[config.mk]
export PLATFORM = sky130hd
export DESIGN_NAME = handshake_listener_flat
export DESIGN_NICKNAME = d
export VERILOG_FILES = /design/src/rtl/handshake_listener_if.sv /design/src/rtl/handshake_listener.sv /design/src/flat_wrapper.sv
export SDC_FILE = /design/constraint.sdc
export NUM_CORES = 1
export LEC_CHECK = 0
export CORE_ASPECT_RATIO = 1.2
export CORE_MARGIN = 2
export CORE_UTILIZATION = 40
export CTS_CLUSTER_SIZE = 25
export DETAILED_ROUTE_END_ITERATION = 16
export PLACE_DENSITY = 0.72
export SYNTH_ARGS = -nofsm -noshare
export SYNTH_HDL_FRONTEND = slang
export SYNTH_SLANG_ARGS = --single-unit
[constraint.sdc]
create_clock -name clk1 -period 1.5 [get_ports clk1]
set_input_delay 0.375 -clock clk1 [delete_from_list [all_inputs] [get_ports clk1]]
set_output_delay 0.375 -clock clk1 [all_outputs]
set_load 0.1 [all_outputs]
[src/rtl/handshake_listener_if.sv]
// Bundle between the four-phase listener and its environment (talker req/data,
// returned ack, consumer valid/ready, status).
interface handshake_listener_if #(
  parameter int DATA_WIDTH = 8,
  parameter int CNT_WIDTH  = 8
);
  logic                  req_in;
  logic [DATA_WIDTH-1:0] data_in;
  logic                  ack_out;
  logic [DATA_WIDTH-1:0] data_out;
  logic                  valid_out;
  logic                  ready_in;
  logic [CNT_WIDTH-1:0]  xfer_count;
  logic                  proto_err;
  logic                  busy;

  modport slave (
    input  req_in, data_in, ready_in,
    output ack_out, data_out, valid_out, xfer_count, proto_err, busy
  );

  modport master (
    output req_in, data_in, ready_in,
    input  ack_out, data_out, valid_out, xfer_count, proto_err, busy
  );
endinterface

[src/rtl/handshake_listener.sv]
// Receiving side of a four-phase bundled-data handshake in the clk1 domain:
// req synchronizer, word capture, valid/ready delivery, registered ack.
module handshake_listener #(
  parameter int DATA_WIDTH  = 8,
  parameter int SYNC_STAGES = 2,
  parameter int CNT_WIDTH   = 8
) (
  input  logic                clk1,
  input  logic                reset1,
  handshake_listener_if.slave bus
);

  typedef enum logic [1:0] {IDLE, DELIVER, ACK} state_t;

  state_t                  r_state, w_state_n;
  logic [SYNC_STAGES-1:0]  r_sync;
  logic                    w_req_s;
  logic [DATA_WIDTH-1:0]   r_data, w_data_n;
  logic                    r_valid, w_valid_n;
  logic                    r_ack, w_ack_n;
  logic [CNT_WIDTH-1:0]    r_cnt, w_cnt_n;
  logic                    r_err, w_err_n;

  assign w_req_s = r_sync[SYNC_STAGES-1];

  always_ff @(posedge clk1 or posedge reset1) begin
    if (reset1) begin
      r_sync  <= '0;
      r_state <= IDLE;
      r_data  <= '0;
      r_valid <= 1'b0;
      r_ack   <= 1'b0;
      r_cnt   <= '0;
      r_err   <= 1'b0;
    end else begin
      r_sync  <= {r_sync[SYNC_STAGES-2:0], bus.req_in};
      r_state <= w_state_n;
      r_data  <= w_data_n;
      r_valid <= w_valid_n;
      r_ack   <= w_ack_n;
      r_cnt   <= w_cnt_n;
      r_err   <= w_err_n;
    end
  end

  always_comb begin
    w_state_n = r_state;
    w_data_n  = r_data;
    w_valid_n = r_valid;
    w_ack_n   = r_ack;
    w_cnt_n   = r_cnt;
    w_err_n   = r_err;
    unique case (r_state)
      IDLE: begin
        // data_in is bundled: it is stable by the time req_s is seen high
        if (w_req_s) begin
          w_data_n  = bus.data_in;
          w_valid_n = 1'b1;
          w_state_n = DELIVER;
        end
      end
      DELIVER: begin
        // Talker withdrew req before ack; flag it but finish the transfer
        if (!w_req_s) w_err_n = 1'b1;
        if (r_valid && bus.ready_in) begin
          w_valid_n = 1'b0;
          w_ack_n   = 1'b1;
          w_state_n = ACK;
        end
      end
      ACK: begin
        if (!w_req_s) begin
          w_ack_n   = 1'b0;
          w_cnt_n   = r_cnt + CNT_WIDTH'(1);
          w_state_n = IDLE;
        end
      end
      default: w_state_n = IDLE;
    endcase
  end

  assign bus.ack_out    = r_ack;
  assign bus.data_out   = r_data;
  assign bus.valid_out  = r_valid;
  assign bus.xfer_count = r_cnt;
  assign bus.proto_err  = r_err;
  assign bus.busy       = (r_state != IDLE);

endmodule
[src/flat_wrapper.sv]
// flat-port wrapper written by rule: the top's interface ports become plain ports
module handshake_listener_flat 
#(
  parameter int DATA_WIDTH  = 8,
  parameter int SYNC_STAGES = 2,
  parameter int CNT_WIDTH   = 8
)
  (clk1, reset1, bus_req_in, bus_data_in, bus_ready_in, bus_ack_out, bus_data_out, bus_valid_out, bus_xfer_count, bus_proto_err, bus_busy);
  handshake_listener_if #(.DATA_WIDTH(DATA_WIDTH), .CNT_WIDTH(CNT_WIDTH)) bus_i ();
  input  logic clk1;
  input  logic reset1;
  input wire logic [$bits(bus_i.req_in)-1:0] bus_req_in;
  input wire logic [$bits(bus_i.data_in)-1:0] bus_data_in;
  input wire logic [$bits(bus_i.ready_in)-1:0] bus_ready_in;
  output wire logic [$bits(bus_i.ack_out)-1:0] bus_ack_out;
  output wire logic [$bits(bus_i.data_out)-1:0] bus_data_out;
  output wire logic [$bits(bus_i.valid_out)-1:0] bus_valid_out;
  output wire logic [$bits(bus_i.xfer_count)-1:0] bus_xfer_count;
  output wire logic [$bits(bus_i.proto_err)-1:0] bus_proto_err;
  output wire logic [$bits(bus_i.busy)-1:0] bus_busy;
  assign bus_i.req_in = bus_req_in;
  assign bus_i.data_in = bus_data_in;
  assign bus_i.ready_in = bus_ready_in;
  assign bus_ack_out = bus_i.ack_out;
  assign bus_data_out = bus_i.data_out;
  assign bus_valid_out = bus_i.valid_out;
  assign bus_xfer_count = bus_i.xfer_count;
  assign bus_proto_err = bus_i.proto_err;
  assign bus_busy = bus_i.busy;
  handshake_listener #(.DATA_WIDTH(DATA_WIDTH), .SYNC_STAGES(SYNC_STAGES), .CNT_WIDTH(CNT_WIDTH)) u_core (.clk1(clk1), .reset1(reset1), .bus(bus_i));
endmodule
Yosys cells after proc, flatten, opt, wreduce, memory -nomap -nowiden
Cells that the tools add are included.
- add/sub/neg operators: 1
- $mul: 0
- divide/modulo/power cells: 0
- order comparisons: 0
- eq/ne operators: 5
- shift-type cells: 0
- multiplexer cells: 10
- bitwise logic cells: 1
- reductions and logical operators: 11
- operators by type and width (operator ; count):
    AND reduction 3 bit ; 3
    adder 8 x 1 -> 8 bit (second input constant) ; 1
    two-way mux 2 bit ; 3
    one-hot mux 2 bit (3 select lines) ; 1
    AND reduction 2 bit ; 3
    nonzero test 2 bit ; 3
    two-way mux 1 bit ; 4
    != test 2 x 1 -> 1 bit (second input constant) ; 2
    one-hot mux 1 bit (2 select lines) ; 2
    == test 2 x 1 -> 1 bit (second input constant) ; 1
    == test 2 bit (second input constant) ; 1
    zero test 2 bit ; 1
    != test 2 bit (second input constant) ; 1
    logical AND 1 bit ; 1
    NOT 1 bit ; 1
- bits in registers: 23
- latch bits: 0
- memory bits (writable): 0
- memory bits (read-only): 0
- bits of input ports: 12
- logic and storage cells: 35
- memories kept: 0

Longest topological paths before layout
Gate-level depths: netlist of run 1.
- word-level depth: 3
- mapped depth: 4
- gate-level depth less buffers: 3

Least setup slack after synthesis of run 1
Ideal clock, no wire load.
- kind: reg2reg
- start: register u_core.r_cnt[2] (netlist: u_core.bus.xfer_count[2])
- end: register u_core.r_cnt[5] (netlist: u_core.bus.xfer_count[5])
- library setup time: 158 ps
- arrival: 1557 ps
- path slack: -215 ps
- cell stages (with the launch flop): 4
- buffers on the path: 0
- period minus slack after synthesis: 1715 ps
- cell sequence: dfrtp_1 > and3_1 > nand4_1 > xnor2_1
- word-level cells in the longest chain between the ends: 1
- RTL lines (element ; RTL line ; text):
    from (decl) ; handshake_listener.sv:21 ; logic [CNT_WIDTH-1:0] r_cnt, w_cnt_n;
    from (signal assigned) ; handshake_listener.sv:41 ; r_cnt <= w_cnt_n;
    adder 8 x 1 -> 8 bit ; handshake_listener.sv:74 ; w_cnt_n = r_cnt + CNT_WIDTH'(1);
Every way passes these cells.
A chain may end at the register's enable or synchronous reset.

Worst setup path after layout of run 1
- start: register u_core.r_state[1]
- end: output port bus_busy
- word-level cells in the longest chain between the ends: 1
- RTL lines (element ; RTL line ; text):
    from (decl) ; handshake_listener.sv:15 ; state_t r_state, w_state_n;
    from (signal assigned) ; handshake_listener.sv:37 ; r_state <= w_state_n;
    nonzero test 2 bit ; handshake_listener.sv:87 ; assign bus.busy = (r_state != IDLE);
    to (decl) ; flat_wrapper.sv:20 ; output wire logic [$bits(bus_i.busy)-1:0] bus_busy;
Every way passes these cells.

==> impl_metrics.ini, run 1 <==
[global_routing]
grt_max_degree = 17
globalRouteTotalUtil_pct = 16.0
grt-ovfl-total = 0
grt_pass1_vias = 690
grt_antenna_before_repair = 0
grt_pass1_wl_mm = 3.08

[floorplan]
ios = 32
initial_core_util_pct = 41.6
num_rows = 19
coreArea_mm2 = 0.00226
die_area_mm2 = 0.00275
die-height_um = 57.1
die_x_um = 48.2

[timing]
maxSlewHeadroom_pct = 75.4
period_needed_ps = 1500
setup_viol = 1
rsz0062_at_grt = true
timing.setup.tns_ps = -3.85
worst_slack_ps = -3.85
period_share_pct = 100
tightest_slew_ps = 369
slew_viol_final = 0
clock_skew_ps = 2.73
timing.fmax_mhz = 665
finalHoldViolations = 0

[placed_design]
dpl_worst_slack_ps = 78.1
io_buffer_count = 31
dpl_cell_area_mm2 = 0.00151
gp_congestion = 0.833
dp_hpwl_mm = 1.37

[worst_setup_path]
critPathMaxStageDelay_ps = 400
worstPathArrival_ps = 1130
worst_ep_required_time_ps = 1120
crit_path_max_fanout = 2
start_kind = flop
path_cells = or2_4, buf_12
crit_path_top_delay_cell = dfrtp_1
path_class = flop to output pin
cp-end-kind = output pin

[routing]
drtAntennaViolNets = 0
vias = 653
drc = 0
drt-vias-per-instance = 4.73
drt_iter0_markers = 11
wl_per_cell_um = 12.6
wl_mm = 1.73
drtPass1Iterations = 4

[clocking]
cts_root_buf = clkbuf_4
cts-hold-fix-buffers = 0
clockBufferDepth = 2
clkSinkCount = 23
htreeDepth = 1
worstSkewPairLatency_ps = 300
cts_tree = yes
clk_pin_slew_ps = 120
cts_buffers = 3

[final_layout]
regArea_um2 = 584
synthToLayoutAreaGrowth_pct = 66.3
design_area_mm2 = 0.00156
antenna_cells = 0
drive_gt1_share_pct = 44.9
multiInputGateArea_um2 = 338
nFillCells = 161
layout.nets = 121

[yosys]
synth-async-reset-ratio_pct = 100
yosysMostFrequentCell = dfrtp_1
syn_inst = 68
ys_top_cells_by_count = dfrtp_1, mux2_2, xnor2_1
synth_fp_nets = 81
synth_cell_types = 20
yosysWarnings = 0
synth.yosys.seq_area_share_pct = 61.3
synth.avg_cell_area_um2 = 13.8
syn_area_um2 = 940
ys_top_cells_by_area = dfrtp_1, mux2_2, xnor2_1
ys_seq_elements = 23
synth_top_cell_by_area = dfrtp_1
synthFlopType = dfrtp_1
synth_edf_count = 0
synth_top_cell_area_share_pct = 61.3

[worst_hold_path]
min_path_type = input port to asynchronous set/reset pin

[job]
max_cap_viol_count = 0

[run_status]
status = complete, but fails checks
violations = negative setup slack
## stage by stage
stage          cells  utilization (%)  hold WS, ps
2_1_floorplan     68                -          331
3_3_place_gp     130             66.6          336
3_5_place_dp     130             66.6          339
4_1_cts          137             68.9          317
5_1_grt          138             69.2          331
6_report         138             69.2          312
## per-layer routing
layer | global-route usage (%) | up-vias | wire length, um
met3 | 2.85 | 2 | 32
li1 | - | 317 | -
met4 | 9.27 | 0 | 21
met1 | 21.9 | 324 | 722
met2 | 23.1 | 10 | 956
met5 | 0 | - | 0
## cell type report
| type | count | share of cell area (%) |
|---|---|---|
| clock buffer | 4 | 1.68 |
| inverter | 4 | 0.961 |
| multi-input combinational | 40 | 21.6 |
| sequential | 23 | 37.4 |
| tap | 31 | 2.48 |
| timing repair buffer | 36 | 35.9 |
## kinds of logic after synthesis
group / synth area share (%)
DFF: 61.3
buffers and inverters: 2.80
muxes: 10.8
xor gates and xnor gates: 6.52
and+or+nand+nor: 12.0
adders and majority gates: 1.33
AOI/OAI and AO/OA: 5.33
## critical path, delay by kind of cell (launching register included)
kind	cells	cell delay, ps
buf+inv	1	170
flops	1	400
simple gates	1	260
## timing repair
item | in CTS | in global routing
resized for setup | 1 | 0
endpoints found under the setup margin | 1 | 2
pin swaps | 1 | 1
cloned | 0 | 0
buffers inserted | 3 | 1
## layout by cell type (no fill, tap or decap), types with 2 or more instances in the layout
cell type	n
buf_12	21
dfrtp_1	16
clkdlybuf4s50_1	11
mux2_2	9
dfrtp_2	7
xnor2_1	6
inv_1	4
nand4_1	4
nand2_1	4
o21ai_0	4
buf_4	4
clkbuf_4	3
and3_1	2
## sequential cells by signal, summed over array words and instances (netlist names)
name	cells
u_core.bus.proto_err	1
u_core.bus.ack_out	1
u_core.bus.data_out	8
u_core.bus.valid_out	1
u_core.r_sync	2
u_core.r_state	2
u_core.bus.xfer_count	8
## worst paths after layout
check / slack (ps) / cells after the start / startpoint / to
hold / removal: 310 / 2 / reset1 / u_core.bus.data_out[0]
max in group asynchronous: 780 / 3 / reset1 / u_core.r_state[0]
setup reg to reg: 70 / 3 / u_core.r_state[0] / u_core.bus.xfer_count[1]
hold reg to reg: 360 / 0 / u_core.r_sync[0] / u_core.r_sync[1]
min in group clk1: 360 / 0 / u_core.r_sync[0] / u_core.r_sync[1]
setup / recovery: -4 / 2 / u_core.r_state[1] / bus_busy
Power of run 1 is left out: the tool's default activity adds up to more than one toggle a clock period on the data nets, which glitch-free logic cannot reach.
==> run 2: changes to the inputs <==
CAP_MARGIN = 30   (was not set)
==> results of run 2 <==
The final DEF is identical to that of run 1; final timing and power are the same.
Power of run 2 is left out for the same reason.
